<file path="config.mk">
export PLATFORM = sky130hd
export DESIGN_NAME = mac_vec_acc_flat
export DESIGN_NICKNAME = d
export VERILOG_FILES = /design/src/rtl/mac_vec_acc_if.sv /design/src/rtl/mac_vec_acc.sv /design/src/flat_wrapper.sv
export SDC_FILE = /design/constraint.sdc
export NUM_CORES = 1
export LEC_CHECK = 0
export BUFFER_PORTS_ARGS = -buffer_cell sky130_fd_sc_hd__buf_2
export CAP_MARGIN = 20
export CORE_ASPECT_RATIO = 1.1
export CORE_MARGIN = 5
export CORE_UTILIZATION = 68
export CTS_CLUSTER_SIZE = 12
export DETAILED_ROUTE_END_ITERATION = 16
export PLACE_DENSITY = 0.93
export SYNTH_ARGS = -nofsm -noshare
export SYNTH_HDL_FRONTEND = slang
export SYNTH_SLANG_ARGS = --single-unit
</file>
<file path="constraint.sdc">
create_clock -name CLK -period 10.3 [get_ports CLK]
set_input_delay 0.515 -clock CLK [delete_from_list [all_inputs] [get_ports CLK]]
set_output_delay 0.515 -clock CLK [all_outputs]
set_load 0.01 [all_outputs]
</file>
<file path="src/rtl/mac_vec_acc_if.sv">
// Operand/result stream bundle for mac_vec_acc: start/config, input beat handshake,
// result handshake and status. The master side drives operands; the slave side is the MAC.
interface mac_vec_acc_if #(
  parameter int unsigned LANES     = 4,
  parameter int unsigned IN_WIDTH  = 8,
  parameter int unsigned OUT_WIDTH = 20,
  parameter int unsigned LEN_WIDTH = 8
);
  logic                       start;
  logic [LEN_WIDTH-1:0]       len;
  logic                       signed_mode;
  logic                       saturate;
  logic                       in_valid;
  logic                       in_ready;
  logic [LANES*IN_WIDTH-1:0]  in_a;
  logic [LANES*IN_WIDTH-1:0]  in_b;
  logic                       out_valid;
  logic                       out_ready;
  logic [LANES*OUT_WIDTH-1:0] out_data;
  logic [LANES-1:0]           overflow;
  logic                       busy;

  modport master (
    output start, len, signed_mode, saturate, in_valid, in_a, in_b, out_ready,
    input  in_ready, out_valid, out_data, overflow, busy
  );

  modport slave (
    input  start, len, signed_mode, saturate, in_valid, in_a, in_b, out_ready,
    output in_ready, out_valid, out_data, overflow, busy
  );
endinterface

</file>
<file path="src/rtl/mac_vec_acc.sv">
// Multi-lane dot-product MAC: LANES independent accumulators under one control FSM, with a
// registered product stage, signed/unsigned operands and optional saturation (OUT_WIDTH >= 2*IN_WIDTH).
module mac_vec_acc #(
  parameter int unsigned LANES     = 4,
  parameter int unsigned IN_WIDTH  = 8,
  parameter int unsigned OUT_WIDTH = 20,
  parameter int unsigned LEN_WIDTH = 8
) (
  input logic          CLK,
  input logic          rst_n,
  mac_vec_acc_if.slave bus
);
  localparam int unsigned ProdWidth = 2 * IN_WIDTH;
  // Bits above the product that must be filled when sign-extending a negative product.
  localparam logic [OUT_WIDTH-1:0] ExtMask = ~OUT_WIDTH'({ProdWidth{1'b1}});
  localparam logic [OUT_WIDTH-1:0] MaxSigned = {1'b0, {(OUT_WIDTH-1){1'b1}}};
  localparam logic [OUT_WIDTH-1:0] MinSigned = {1'b1, {(OUT_WIDTH-1){1'b0}}};

  typedef enum logic [1:0] {StIdle, StAcc, StDrain, StHold} state_e;

  state_e               state_q, state_d;
  logic [LEN_WIDTH-1:0] len_q, len_d;
  logic [LEN_WIDTH-1:0] cnt_q, cnt_d, cnt_inc;
  logic                 signed_q, signed_d;
  logic                 sat_q, sat_d;
  logic                 prod_vld_q, prod_vld_d;
  logic                 accept;
  logic                 clear;

  assign accept     = (state_q == StAcc) && bus.in_valid;
  assign clear      = (state_q == StIdle) && bus.start;
  assign cnt_inc    = cnt_q + LEN_WIDTH'(1);
  assign prod_vld_d = accept;

  always_comb begin
    state_d  = state_q;
    len_d    = len_q;
    cnt_d    = cnt_q;
    signed_d = signed_q;
    sat_d    = sat_q;
    unique case (state_q)
      StIdle: begin
        if (bus.start) begin
          len_d    = bus.len;
          signed_d = bus.signed_mode;
          sat_d    = bus.saturate;
          cnt_d    = '0;
          state_d  = (bus.len != '0) ? StAcc : StHold;
        end
      end
      StAcc: begin
        if (accept) begin
          cnt_d = cnt_inc;
          if (cnt_inc == len_q) state_d = StDrain;
        end
      end
      StDrain: state_d = StHold;
      StHold: begin
        if (bus.out_ready) state_d = StIdle;
      end
      default: state_d = StIdle;
    endcase
  end

  always_ff @(posedge CLK) begin
    if (!rst_n) begin
      state_q    <= StIdle;
      len_q      <= '0;
      cnt_q      <= '0;
      signed_q   <= 1'b0;
      sat_q      <= 1'b0;
      prod_vld_q <= 1'b0;
    end else begin
      state_q    <= state_d;
      len_q      <= len_d;
      cnt_q      <= cnt_d;
      signed_q   <= signed_d;
      sat_q      <= sat_d;
      prod_vld_q <= prod_vld_d;
    end
  end

  assign bus.in_ready  = (state_q == StAcc);
  assign bus.out_valid = (state_q == StHold);
  assign bus.busy      = (state_q != StIdle);

  for (genvar gl = 0; gl < LANES; gl++) begin : gen_lane
    logic [IN_WIDTH-1:0]  a, b;
    logic [ProdWidth-1:0] a_ext, b_ext, prod;
    logic [ProdWidth-1:0] prod_q, prod_d;
    logic [OUT_WIDTH-1:0] acc_q, acc_d;
    logic                 ovf_q, ovf_d;
    logic [OUT_WIDTH-1:0] addend;
    logic [OUT_WIDTH:0]   sum;
    logic                 lane_ovf;
    logic [OUT_WIDTH-1:0] sat_val;
    logic [OUT_WIDTH-1:0] add_res;

    assign a = bus.in_a[gl*IN_WIDTH +: IN_WIDTH];
    assign b = bus.in_b[gl*IN_WIDTH +: IN_WIDTH];

    // Extending both operands to the product width makes the low half of the
    // multiply correct for either signedness.
    assign a_ext = {{IN_WIDTH{signed_q & a[IN_WIDTH-1]}}, a};
    assign b_ext = {{IN_WIDTH{signed_q & b[IN_WIDTH-1]}}, b};
    assign prod  = a_ext * b_ext;

    assign addend = OUT_WIDTH'(prod_q) |
                    ((signed_q && prod_q[ProdWidth-1]) ? ExtMask : '0);
    assign sum    = {1'b0, acc_q} + {1'b0, addend};

    always_comb begin
      lane_ovf = 1'b0;
      sat_val  = '1;
      if (signed_q) begin
        lane_ovf = (acc_q[OUT_WIDTH-1] == addend[OUT_WIDTH-1]) &&
                   (sum[OUT_WIDTH-1] != acc_q[OUT_WIDTH-1]);
        sat_val  = acc_q[OUT_WIDTH-1] ? MinSigned : MaxSigned;
      end else begin
        lane_ovf = sum[OUT_WIDTH];
      end
      add_res = (lane_ovf && sat_q) ? sat_val : sum[OUT_WIDTH-1:0];
    end

    always_comb begin
      prod_d = prod_q;
      acc_d  = acc_q;
      ovf_d  = ovf_q;
      if (clear) begin
        acc_d = '0;
        ovf_d = 1'b0;
      end else if (prod_vld_q) begin
        acc_d = add_res;
        ovf_d = ovf_q | lane_ovf;
      end
      if (accept) prod_d = prod;
    end

    always_ff @(posedge CLK) begin
      if (!rst_n) begin
        prod_q <= '0;
        acc_q  <= '0;
        ovf_q  <= 1'b0;
      end else begin
        prod_q <= prod_d;
        acc_q  <= acc_d;
        ovf_q  <= ovf_d;
      end
    end

    assign bus.out_data[gl*OUT_WIDTH +: OUT_WIDTH] = acc_q;
    assign bus.overflow[gl]                         = ovf_q;
  end

endmodule

</file>
<file path="src/flat_wrapper.sv">
// flat-port wrapper written by rule: the top's interface ports become plain ports
module mac_vec_acc_flat 
#(
  parameter int unsigned LANES     = 4,
  parameter int unsigned IN_WIDTH  = 8,
  parameter int unsigned OUT_WIDTH = 20,
  parameter int unsigned LEN_WIDTH = 8
)
  (CLK, rst_n, bus_start, bus_len, bus_signed_mode, bus_saturate, bus_in_valid, bus_in_a, bus_in_b, bus_out_ready, bus_in_ready, bus_out_valid, bus_out_data, bus_overflow, bus_busy);
  mac_vec_acc_if #(.LANES(LANES), .IN_WIDTH(IN_WIDTH), .OUT_WIDTH(OUT_WIDTH), .LEN_WIDTH(LEN_WIDTH)) bus_i ();
  input logic CLK;
  input logic rst_n;
  input wire logic [$bits(bus_i.start)-1:0] bus_start;
  input wire logic [$bits(bus_i.len)-1:0] bus_len;
  input wire logic [$bits(bus_i.signed_mode)-1:0] bus_signed_mode;
  input wire logic [$bits(bus_i.saturate)-1:0] bus_saturate;
  input wire logic [$bits(bus_i.in_valid)-1:0] bus_in_valid;
  input wire logic [$bits(bus_i.in_a)-1:0] bus_in_a;
  input wire logic [$bits(bus_i.in_b)-1:0] bus_in_b;
  input wire logic [$bits(bus_i.out_ready)-1:0] bus_out_ready;
  output wire logic [$bits(bus_i.in_ready)-1:0] bus_in_ready;
  output wire logic [$bits(bus_i.out_valid)-1:0] bus_out_valid;
  output wire logic [$bits(bus_i.out_data)-1:0] bus_out_data;
  output wire logic [$bits(bus_i.overflow)-1:0] bus_overflow;
  output wire logic [$bits(bus_i.busy)-1:0] bus_busy;
  assign bus_i.start = bus_start;
  assign bus_i.len = bus_len;
  assign bus_i.signed_mode = bus_signed_mode;
  assign bus_i.saturate = bus_saturate;
  assign bus_i.in_valid = bus_in_valid;
  assign bus_i.in_a = bus_in_a;
  assign bus_i.in_b = bus_in_b;
  assign bus_i.out_ready = bus_out_ready;
  assign bus_in_ready = bus_i.in_ready;
  assign bus_out_valid = bus_i.out_valid;
  assign bus_out_data = bus_i.out_data;
  assign bus_overflow = bus_i.overflow;
  assign bus_busy = bus_i.busy;
  mac_vec_acc #(.LANES(LANES), .IN_WIDTH(IN_WIDTH), .OUT_WIDTH(OUT_WIDTH), .LEN_WIDTH(LEN_WIDTH)) u_core (.CLK(CLK), .rst_n(rst_n), .bus(bus_i));
endmodule
</file>
### Word-level counts from Yosys, hierarchy flattened

Cells that the tools add are included.
W data, S select, Z words.

* output and inout bits: 87
* input port bits: 79
* bits in writable memories: 0
* ROM bits: 0
* latch bits: 0
* register bits after elaboration: 169
* memories kept: 0
* logic and storage cells: 111

* shift operators: 0
* reductions and logical operators: 22
* eq/ne operators: 16
* order comparisons: 0
* div/mod/pow operators: 0
* add/subtract/negate cells: 5
* mux-type cells: 29
* bitwise logic cells: 17
* $mul: 4

Operator list (count)
* $mux W20: 16
* $add A20 B20 Y21: 4
* $or A16 B20 Y20: 4
* $mul A9 B9 Y16: 4
* $mux W8: 2
* $pmux W8 S2: 1
* $logic_and A1 B1 Y1: 14
* $mux W2: 5
* $add A8 B1 Y8 const B: 1
* $and A1 B1 Y1: 8
* $eq A8 B8 Y1: 1
* $pmux W2 S4: 1
* $reduce_bool A8 Y1: 1
* $eq A1 B1 Y1: 4
* $eq A2 B2 Y1 const B: 2
* $mux W1: 4
* $ne A1 B1 Y1: 4
* $ne A2 B1 Y1 const B: 2
* $ne A2 B2 Y1 const B: 2
* $or A1 B1 Y1: 4
* $reduce_and A4 Y1: 1
* $reduce_bool A2 Y1: 2
* $reduce_and A3 Y1: 1
* $eq A2 B1 Y1 const B: 1
* 4 further kinds: 4

### Depth between registers and ports, before layout

Gate-level depths: netlist (run 1).

* depth after elaboration: 9
* mapped depth: 22
* depth with buffers taken out: 21

### Least setup slack after synthesis (run 1)

OpenSTA, ideal clock, no wires.

* path kind: register -> register
* start point: reg u_core.signed_q
* end point: reg u_core.gen_lane[1].prod_q[14]
* period minus slack after synthesis: 5.383 ns
* cell stages (with the launch flop): 21
* slack: 4.917 ns
* library setup time: 0.132 ns
* path buffers: 2
* arrival time: 5.251 ns
* data required time: 10.168 ns
* cells stage by stage: dfxtp_1 clkbuf_1 clkbuf_1 nand2_1 or2_2 fa_1 fa_1 inv_1 fa_1 fa_1 inv_1 fa_1 inv_1 ha_1 inv_1 o21bai_1 a2111oi_0 o311ai_0 xor2_1 nand2_1 a21oi_1

* longest elaborated chain between the ends: 2
* elaborated cells between the ends (all ways): 3
* classes of those cells: mul (1); bitwise (2)

Ends and longest elaborated chain
* from (decl): RTL line mac_vec_acc.sv:24 `logic signed_q, signed_d;`
* from (signal assigned): RTL line mac_vec_acc.sv:77 `signed_q <= signed_d;`
* $and A1 B1 Y1, on equally long branches: RTL line mac_vec_acc.sv:104, mac_vec_acc.sv:105
* $mul A9 B9 Y16 (*): RTL line mac_vec_acc.sv:106 `assign prod = a_ext * b_ext;`
* to (signal assigned): RTL line mac_vec_acc.sv:145 `prod_q <= prod_d;`
* to (decl): RTL line mac_vec_acc.sv:90 `logic [ProdWidth-1:0] prod_q, prod_d;`

Every way passes the cells marked *; elsewhere a longest branch is shown, timed or not.
A chain may end at the register's enable or synchronous reset.

### Final worst setup path (run 1)

Same ends and word-level chain as after synthesis.

==> flow_metrics.tcl, run 1 <==
set metrics [dict create \
    status "finished clean" \
    clockPowerShare 0.159 \
    diodes 0 \
    setup_tns_ns 0 \
    synthesis.nets 3100 \
    first_iter_violations 1430 \
    worst_skew_pair.late_latency_ns 0.44 \
    synth-edff-count 0 \
    tightestPinTransition_ns 1.30 \
    crit_path_max_incr_delay_ns 0.64 \
    maxCapViolCount 0 \
    detail-route-antenna-nets 0 \
    initial_core_util 0.685 \
    std_cell_rows 68 \
    coreArea_mm2 0.0312 \
    power_mw 4.05 \
    grt_overflow 0 \
    synthCells 2548 \
    syn_area_per_cell_um2 8.39 \
    clk_pin_slew_worst_paths_ns 0.07 \
    arrival_ns 6.39 \
    fin_crit_sh 0.594 \
    hold_buffers 0 \
    dp_hpwl_mm 42.4 \
    detail_route.wl_per_cell_um 17.3 \
    nFillCells 2259 \
    post_cts_buffers 0 \
    ir_drop_mv 0.0936 \
    die_x_um 179 \
    rsz0062_at_grt "no" \
    grt_pass1_vias 18700 \
    track_usage 0.304 \
    die-area_mm2 0.0351 \
    power_leakage_nw 11.2 \
    htreeDepth 4 \
    max_freq_mhz 164 \
    root_buffer "clkbuf_16" \
    die_y_um 196 \
    cts_num_sinks 169 \
    hold-worst-slack_ns 0.314 \
    clock_skew_ns 0.0136 \
    slew_viol_final 0 \
    required_ns 10.57 \
    yosys_most_used_dff "dfxtp_1" \
    p_sw_frac 0.459 \
    power.share.combinational 0.635 \
    cts_tree "done" \
    synthesis.area_mm2 0.0214 \
    ctsLongestPathBuffers 2 \
    crit_fanout 23 \
    post_cts_resized 0 \
    io_buffer_count 165 \
    antenna_found_initial 1 \
    crit_chain "buf_4, nand2_1, or2_2, fa_1, fa_1, inv_1, fa_1, fa_1, inv_1, fa_1, inv_1, ha_1, inv_1, o21bai_1, a2111oi_0, o311ai_0, xor2_1, nand2_1, a21oi_1" \
    synth_warnings 0 \
    path_class "reg -> reg" \
    grt_pass1_wl_mm 88.0 \
    syn_to_final_growth_pct 7.20 \
    path_delay_family "adder cells" \
    pre_cts_ws_ns 4.33 \
    critPathLaunchType "flop" \
    p_sw_mw 1.86 \
    critPathCaptureType "flop" \
    synthArstFlopShare 0 \
    min_path_type "in -> reg" \
    drc 0 \
    cp_slowest_cell "a2111oi_0" \
    setup_ws_ns 4.19 \
    hold_viol 0 \
    p_int_mw 2.19 \
    cts_made_buffers 17 \
    via_per_inst 5.94 \
    utilization 0.734 \
    seqPwrFrac 0.207 \
    ys_seq_area_frac 0.158 \
    final-setup-viol-count 0 \
    dr.pass1.iters 5 \
    path_buf_inv 5 \
    vias 18200 \
    gp_congestion 0.923 \
    slew_headroom 0.131 \
    grt_max_degree 94 \
    cp_common_cell "fa_1" \
    synth.distinct_cells 87 \
    p_per_area_mw_per_mm2 177 \
    min_period_ns 6.11 \
    ys_seq_elements 169 \
    io_pins 166 \
    nNetsFinal 3187 \
    drive_gt1_frac 0.106 \
    wl_mm 53.0 \
]
[power groups by stage]
stage	Clock, mW	Sequential (mW)	Combinational (mW)
6_report	0.643	0.837	2.57
5_1_grt	0.678	0.846	2.91
4_1_cts	0.644	0.834	2.57
3_5_place_dp	0	0.849	2.54
3_3_place_gp	0	0.844	2.39
2_1_floorplan	0	0.825	1.95
[cells in the final DEF, fill, tap and decap left out, types with 10 or more instances in the layout]
cell,Yosys,routed
a311oi_1,15,15
or3_1,10,10
and2_1,148,147
xor2_1,45,45
or2_2,22,22
nand2b_1,14,14
a31oi_1,10,10
o21ai_0,117,117
nand2_1,336,335
xnor2_1,95,95
nor2b_1,12,12
a211oi_1,25,25
nor3_1,21,21
and3_1,13,13
nand2_2,10,11
o21a_1,17,17
a21oi_1,195,195
a21oi_2,11,11
clkbuf_16,0,17
buf_2,2,165
fa_1,256,256
nand3_1,22,22
ha_1,217,217
a21o_1,32,32
inv_1,359,358
nor2_1,122,121
dfxtp_1,169,168
[cell families (layout without fill, tap and decap cells)]
| family | count (synthesis) | in the layout | synth area share |
|---|---|---|---|
| multiplexers | 9 | 9 | 0.00433 |
| adder cells (fa/ha/maj) | 473 | 473 | 0.367 |
| flip-flops | 169 | 169 | 0.158 |
| XOR/XNOR | 140 | 140 | 0.0573 |
| AO/OA/AOI/OAI | 532 | 532 | 0.162 |
| buffers and inverters | 465 | 565 | 0.0848 |
| AND/OR/NAND/NOR | 760 | 760 | 0.167 |
[layer usage]
| layer | track usage | share of wire | wire (µm) |
|---|---|---|---|
| met1 | 0.374 | 0.39 | 20900 |
| met2 | 0.533 | 0.50 | 26300 |
| met3 | 0.0385 | 0.063 | 3350 |
| met5 | 0 | 0.00015 | 8 |
| met4 | 0.130 | 0.046 | 2460 |
[synth_stat cells (5+ instances only)]
library cell  number  area, µm²
a2111oi_0          5       43.8
a211oi_1          25        188
a21o_1            32        240
a21oi_1          195        976
a21oi_2           11       96.3
a311oi_1          15        131
a31oi_1           10       62.6
and2_1           148        926
and3_1            13       81.3
buf_4             10       75.1
clkbuf_1          87        327
dfxtp_1          169       3380
fa_1             256       5120
ha_1             217       2720
inv_1            359       1350
mux2i_1            7       70.1
nand2_1          336       1260
nand2_2           10       62.6
nand2b_1          14       87.6
nand3_1           22        110
nand4_1            9       56.3
nor2_1           122        458
nor2b_1           12       75.1
nor3_1            21        105
nor4_1             8       50.1
o211ai_1           8       60.1
o21a_1            17        128
o21ai_0          117        586
o21bai_1           8       60.1
o31a_1             6       52.6
o31ai_1            6       45.0
or2_2             22        138
or3_1             10       62.6
xnor2_1           95        832
xor2_1            45        394
[area by class of cell]
cell class / instances / area [µm²] / area share
multi-input combinational: 1914 / 16200 / 0.706
sequential: 169 / 3380 / 0.148
inverter: 360 / 1350 / 0.0589
timing repair buffer: 173 / 886 / 0.0386
tap: 420 / 526 / 0.0229
clock buffer: 19 / 453 / 0.0198
clock inverter: 13 / 130 / 0.00568
[sequential cells by signal (all words and copies together), names as in the netlist]
register	count
u_core.len_q	8
u_core.prod_vld_q	1
u_core.gen_lane.prod_q	64
u_core.gen_lane.acc_q	80
u_core.state_q	2
u_core.signed_q	1
u_core.cnt_q	8
u_core.gen_lane.ovf_q	4
u_core.sat_q	1
[per-stage QoR]
step / instances / area (µm²)
after global placement: 3036 / 22300
final: 3068 / 22900
after floorplan: 2548 / 21400
after CTS: 3068 / 22900
after detailed placement: 3036 / 22300
after global routing: 3068 / 22900
[final timing paths]
kind                            start                            end  slack, ns  cells past startpoint
max                   u_core.signed_q  u_core.gen_lane[1].prod_q[14]       4.19                     19
min                      bus_saturate                   u_core.sat_q       0.31                      3
max reg2reg           u_core.signed_q  u_core.gen_lane[1].prod_q[14]       4.19                     19
min reg2reg  u_core.gen_lane[3].ovf_q       u_core.gen_lane[3].ovf_q       0.46                      1
[tightest hold or removal path: cells and delay by family]
kind	cells	cell delay, ns
buffers and inverters	1	0.09
and+or+nand+nor	1	0.05
AOI/OAI and AO/OA	1	0.05
Note: power is estimated with default switching activity, not from simulation.
==> run 2: changes to the inputs <==
- CORE_UTILIZATION: 68 -> 63
- PLACE_DENSITY: 0.93 -> 0.87
- clock period: 10.3 -> 6.1 ns (I/O delays scaled with it)
==> run 2 against run 1 <==
Final cell count grew 0.42%. Register-to-register slack got worse by 3.6 ns. Non-clock buffer count increased by 1. Sequential power rose by 70%. Count of clock-buffer cells in the layout fell by 2. Wire length grew 0.28%. Worst hold slack got worse by 0.19 ns. Maximum frequency grew 11%. Sequential cell count unchanged. Worst setup slack worse by 3.6 ns. Critical path type unchanged.
==> flow_metrics.tcl, run 2 (synthesis gave the netlist of run 1 again) <==
set metrics [dict create \
    status "finished clean" \
    rr_worst_depth 19 \
    dr.pass1.iters 7 \
    io_pins 166 \
    htreeDepth 4 \
    hold_path_end "u_core.len_q[7]" \
    dp_hpwl_mm 42.6 \
    vias 18100 \
    multi_input_area_mm2 0.0162 \
    ir_drop_mv 0.242 \
    initial_core_util 0.641 \
    wl_mm 53.1 \
    first_iter_violations 1265 \
    hold-worst-slack_ns 0.128 \
    arrival_ns 5.87 \
    path_class "reg -> reg" \
    track_usage 0.282 \
    detail_route.wl_per_cell_um 17.2 \
    fin_crit_sh 0.905 \
    critPathCaptureType "flop" \
    worstSetupStartpoint "u_core.signed_q" \
    grt_overflow 0 \
    critPathLaunchType "flop" \
    diodes 0 \
    reg2reg_slack_ns 0.58 \
    cp.depth 19 \
    nNetsFinal 3188 \
    largest_reg_flops 80 \
    coreArea_mm2 0.0334 \
    drc 0 \
    ctsLongestPathBuffers 2 \
    slew_viol_final 0 \
    hold_buffers 0 \
    post_cts_resized 0 \
    hold_viol 0 \
    via_per_inst 5.87 \
    crit_chain "buf_4, nand2_1, or2_2, fa_1, fa_1, inv_1, fa_1, inv_1, fa_1, fa_1, inv_1, ha_1, o21ai_0, a21boi_0, o21ai_0, a21oi_1, nand3_1, a211o_1, a31oi_1" \
    final-setup-viol-count 0 \
    std_cell_rows 70 \
    tightestPinTransition_ns 1.31 \
    power_leakage_nw 11.2 \
    regMostFlops "u_core.gen_lane.acc_q" \
    setup_tns_ns 0 \
    cts_made_buffers 17 \
    required_ns 6.46 \
    maxCapViolCount 0 \
    min_path_cells 3 \
    post_cts_buffers 0 \
    path_delay_family "adder cells" \
    reg_top3 "u_core.gen_lane.acc_q x80, u_core.gen_lane.prod_q x64" \
    slew_headroom 0.128 \
    die_x_um 186 \
    worst_skew_pair.late_latency_ns 0.44 \
    r2r_start "u_core.signed_q" \
    cts_tree "done" \
    cp_slowest_cell "fa_1" \
    min_period_ns 5.52 \
    clk_pin_slew_worst_paths_ns 0.07 \
    gp_congestion 0.927 \
    cp_common_cell "fa_1" \
    top_usage_layer "met2" \
    min_path_type "in -> reg" \
    root_buffer "clkbuf_16" \
    regArea_mm2 0.00338 \
    nFillCells 2620 \
    crit_fanout 22 \
    crit_path_max_incr_delay_ns 0.51 \
    holdCritStartpoint "bus_len[7]" \
    final_common_cell "inv_1" \
    met2_usage 0.487 \
    rsz0062_at_grt "no" \
    path_buf_inv 4 \
    r2r_end "u_core.gen_lane[0].prod_q[15]" \
    die_y_um 203 \
    antenna_found_initial 0 \
    drive_gt1_frac 0.106 \
    power_mw 6.81 \
    detail-route-antenna-nets 0 \
    max_freq_mhz 181 \
    p_per_area_mw_per_mm2 297 \
    grt_max_degree 93 \
    io_buffer_count 165 \
    grt_pass1_wl_mm 88.0 \
    grt_use_met3 0.0285 \
    mostFrequentLayoutCells "inv_1, nand2_1, fa_1, ha_1, a21oi_1" \
    use_met1 0.362 \
    cts_num_sinks 169 \
    die-area_mm2 0.0377 \
    syn_to_final_growth_pct 7.27 \
    grt_pass1_vias 18400 \
    clock_skew_ns 0.0117 \
]
## run 2: through the flow
step                instances   util  setup WS, ns  instance area, µm²
floorplan                2548      -         0.717               21400
global placement         3049  0.670         0.772               22400
detailed placement       3049  0.670         0.629               22400
CTS                      3081  0.688         0.591               22900
global route             3081  0.688         0.242               22900
finish                   3081  0.688         0.581               22900
## run 2: tightest hold or removal path, stage by stage
cell and delay, ns:
buf_2 0.10, nand2_1 0.05, a21oi_1 0.05
## run 2: worst max-delay path by stage
stage / to / slack [ns]
final: u_core.gen_lane[0].prod_q[15] / 0.58
after CTS: u_core.gen_lane[0].prod_q[15] / 0.59
after detailed placement: u_core.gen_lane[0].prod_q[15] / 0.63
after global placement: u_core.gen_lane[2].prod_q[14] / 0.77
after global routing: u_core.gen_lane[0].prod_q[15] / 0.24
after floorplan: u_core.gen_lane[1].prod_q[14] / 0.72
## run 2: cell type report
cell class | count | share of cell area
clock buffers | 17 | 0.0185
clock inverters | 15 | 0.00649
inverters | 360 | 0.0589
multi-input cells | 1914 | 0.706
flip-flops and latches | 169 | 0.148
well taps | 432 | 0.0236
repair buffers | 174 | 0.0389
## run 2: report_power, final
| part | internal, mW | total (mW) | switching (mW) |
|---|---|---|---|
| clock | 0.546 | 1.06 | 0.516 |
| sequential | 1.27 | 1.42 | 0.153 |
| combinational | 1.84 | 4.33 | 2.49 |
## run 2: per-layer routing
| layer | share of wire | up-vias |
|---|---|---|
| li1 | - | 8505 |
| met2 | 0.48 | 632 |
| met5 | 0 | - |
| met1 | 0.41 | 8830 |
| met3 | 0.062 | 131 |
| met4 | 0.044 | 0 |
==> run 3: changes to the inputs <==
- CELL_PAD_IN_SITES_DETAIL_PLACEMENT: not set -> 1
- CELL_PAD_IN_SITES_GLOBAL_PLACEMENT: not set -> 1
- CORE_UTILIZATION: 63 -> 48
==> run 3 against run 2 <==
First-iteration DRC count decreased by 56%. Core utilization is 16 points lower. Design area increased by 1.0%. Clock skew decreased by 0.0018 ns. Wire length up 14%. Maximum frequency fell by 2.5%. Non-clock buffer count unchanged.
==> flow_metrics.tcl, run 3 (synthesis gave the netlist of run 1 again) <==
set metrics [dict create \
    final-setup-viol-count 0 \
    post_cts_resized 0 \
    ir_drop_mv 0.216 \
    slew_viol_final 0 \
    arrival_ns 5.95 \
    p_per_area_mw_per_mm2 301 \
    clock_skew_ns 0.00985 \
    mostFrequentLayoutCells "inv_1, nand2_1, fa_1, ha_1, a21oi_1" \
    min_path_cells 3 \
    clockPowerShare 0.168 \
    antenna_found_initial 1 \
    first_iter_violations 560 \
    cp_common_cell "fa_1" \
    fin_cells 3230 \
    reg_top3 "u_core.gen_lane.acc_q x80, u_core.gen_lane.prod_q x64" \
    die_x_um 211 \
    worst_skew_pair.late_latency_ns 0.45 \
    p_sw_mw 3.20 \
    cp.depth 18 \
    std_cell_rows 81 \
    crit_fanout 19 \
    status "finished clean" \
    cts_made_buffers 17 \
    crit_chain "nand2_1, or2_2, fa_1, fa_1, inv_1, fa_1, fa_1, inv_1, fa_1, inv_1, ha_1, inv_1, o21bai_1, a2111oi_0, o311ai_0, xor2_1, nand2_1, a21oi_1" \
    cts_num_sinks 169 \
    seqPwrFrac 0.207 \
    path_buf_inv 4 \
    r2r_start "u_core.signed_q" \
    track_usage 0.251 \
    power.share.combinational 0.625 \
    regMostFlops "u_core.gen_lane.acc_q" \
    nNetsFinal 3188 \
    required_ns 6.39 \
    hold_viol 0 \
    drive_gt1_frac 0.106 \
    grt_pass1_wl_mm 100 \
    p_int_mw 3.78 \
    tightestPinTransition_ns 1.06 \
    post_cts_buffers 0 \
    coreArea_mm2 0.0443 \
    gp_congestion 0.882 \
    min_period_ns 5.66 \
    holdCritStartpoint "bus_len[7]" \
    drc 0 \
    path_class "reg -> reg" \
    crit_path_max_incr_delay_ns 0.69 \
    path_delay_family "adder cells" \
    min_path_type "in -> reg" \
    die_y_um 231 \
    dr.pass1.iters 5 \
    detail-route-antenna-nets 0 \
    vias 18000 \
    max_freq_mhz 177 \
    clk_pin_slew_worst_paths_ns 0.07 \
    rsz0062_at_grt "no" \
    power_leakage_nw 11.2 \
    detail_route.wl_per_cell_um 18.8 \
    critPathLaunchType "flop" \
    maxCapViolCount 0 \
    ctsLongestPathBuffers 2 \
    htreeDepth 4 \
    via_per_inst 5.58 \
    wl_mm 60.6 \
    cp_slowest_cell "a2111oi_0" \
    die-area_mm2 0.0489 \
    setup_tns_ns 0 \
    utilization 0.523 \
    slew_headroom 0.294 \
    grt_max_degree 94 \
    fin_crit_sh 0.928 \
    io_pins 166 \
    io_buffer_count 165 \
    largest_reg_flops 80 \
    critPathCaptureType "flop" \
    hold_buffers 0 \
    final_common_cell "inv_1" \
    cts_tree "done" \
    grt_pass1_vias 20400 \
    rr_worst_depth 18 \
    initial_core_util 0.483 \
    diodes 0 \
    dp_hpwl_mm 49.1 \
    dpl.cell_count 3198 \
    grt_overflow 0 \
    p_sw_frac 0.458 \
    worstSetupStartpoint "u_core.signed_q" \
    syn_to_final_growth_pct 8.38 \
    root_buffer "clkbuf_16" \
]
[run 3: changes by cell type in the layout (fill, tap and decap cells not counted), moves of 2 or more]
cell / before / now
inv_8: 5 / 3
clkinv_2: 0 / 2
dfxtp_4: 0 / 2
bufinv_16: 0 / 3
[run 3: path summary, 6_finish.rpt]
check                                   to  slack (ns)
max          u_core.gen_lane[2].prod_q[14]        0.44
min reg2reg  u_core.gen_lane[0].prod_q[10]        0.46
max reg2reg  u_core.gen_lane[2].prod_q[14]        0.44
min                        u_core.len_q[7]        0.11
[run 3: metrics by stage]
stage                     setup slack [ns]  total power, mW  cell area, µm²  hold slack (ns)
after floorplan                      0.717             4.68           21400            0.436
after CTS                            0.229             7.06           23200           0.0821
after global placement               0.407             5.51           22600            0.443
after global routing                 0.121             7.67           23200           0.0997
final                                0.439             6.98           23200            0.108
after detailed placement             0.234             5.83           22600            0.455
[run 3: power by group through the flow]
stage	registers (mW)	logic (mW)	clock network, mW
2_1_floorplan	1.39	3.29	0
3_3_place_gp	1.46	4.06	0
3_5_place_dp	1.47	4.37	0
4_1_cts	1.44	4.43	1.20
5_1_grt	1.46	4.98	1.23
6_report	1.44	4.36	1.17
[run 3: tightest hold or removal path, cell delays in order]
cell,delay (ns)
buf_2,0.11
nand2_1,0.05
a21oi_1,0.05
[run 3: routing by layer]
layer | share of wire | vias to the layer above | global-route usage
li1 | - | 8516 | -
met5 | 0 | - | 0
met2 | 0.53 | 319 | 0.469
met1 | 0.38 | 9040 | 0.279
met4 | 0.040 | 0 | 0.104
met3 | 0.046 | 139 | 0.0448
[run 3: layout make-up]
cell class              instances  area [µm²]
clock buffers                  18         429
clock inverters                14         185
fillers                      5337       21100
inverters                     360        1350
multi-input cells            1914       16200
flip-flops and latches        169        3390
well taps                     581         727
repair buffers                174         893
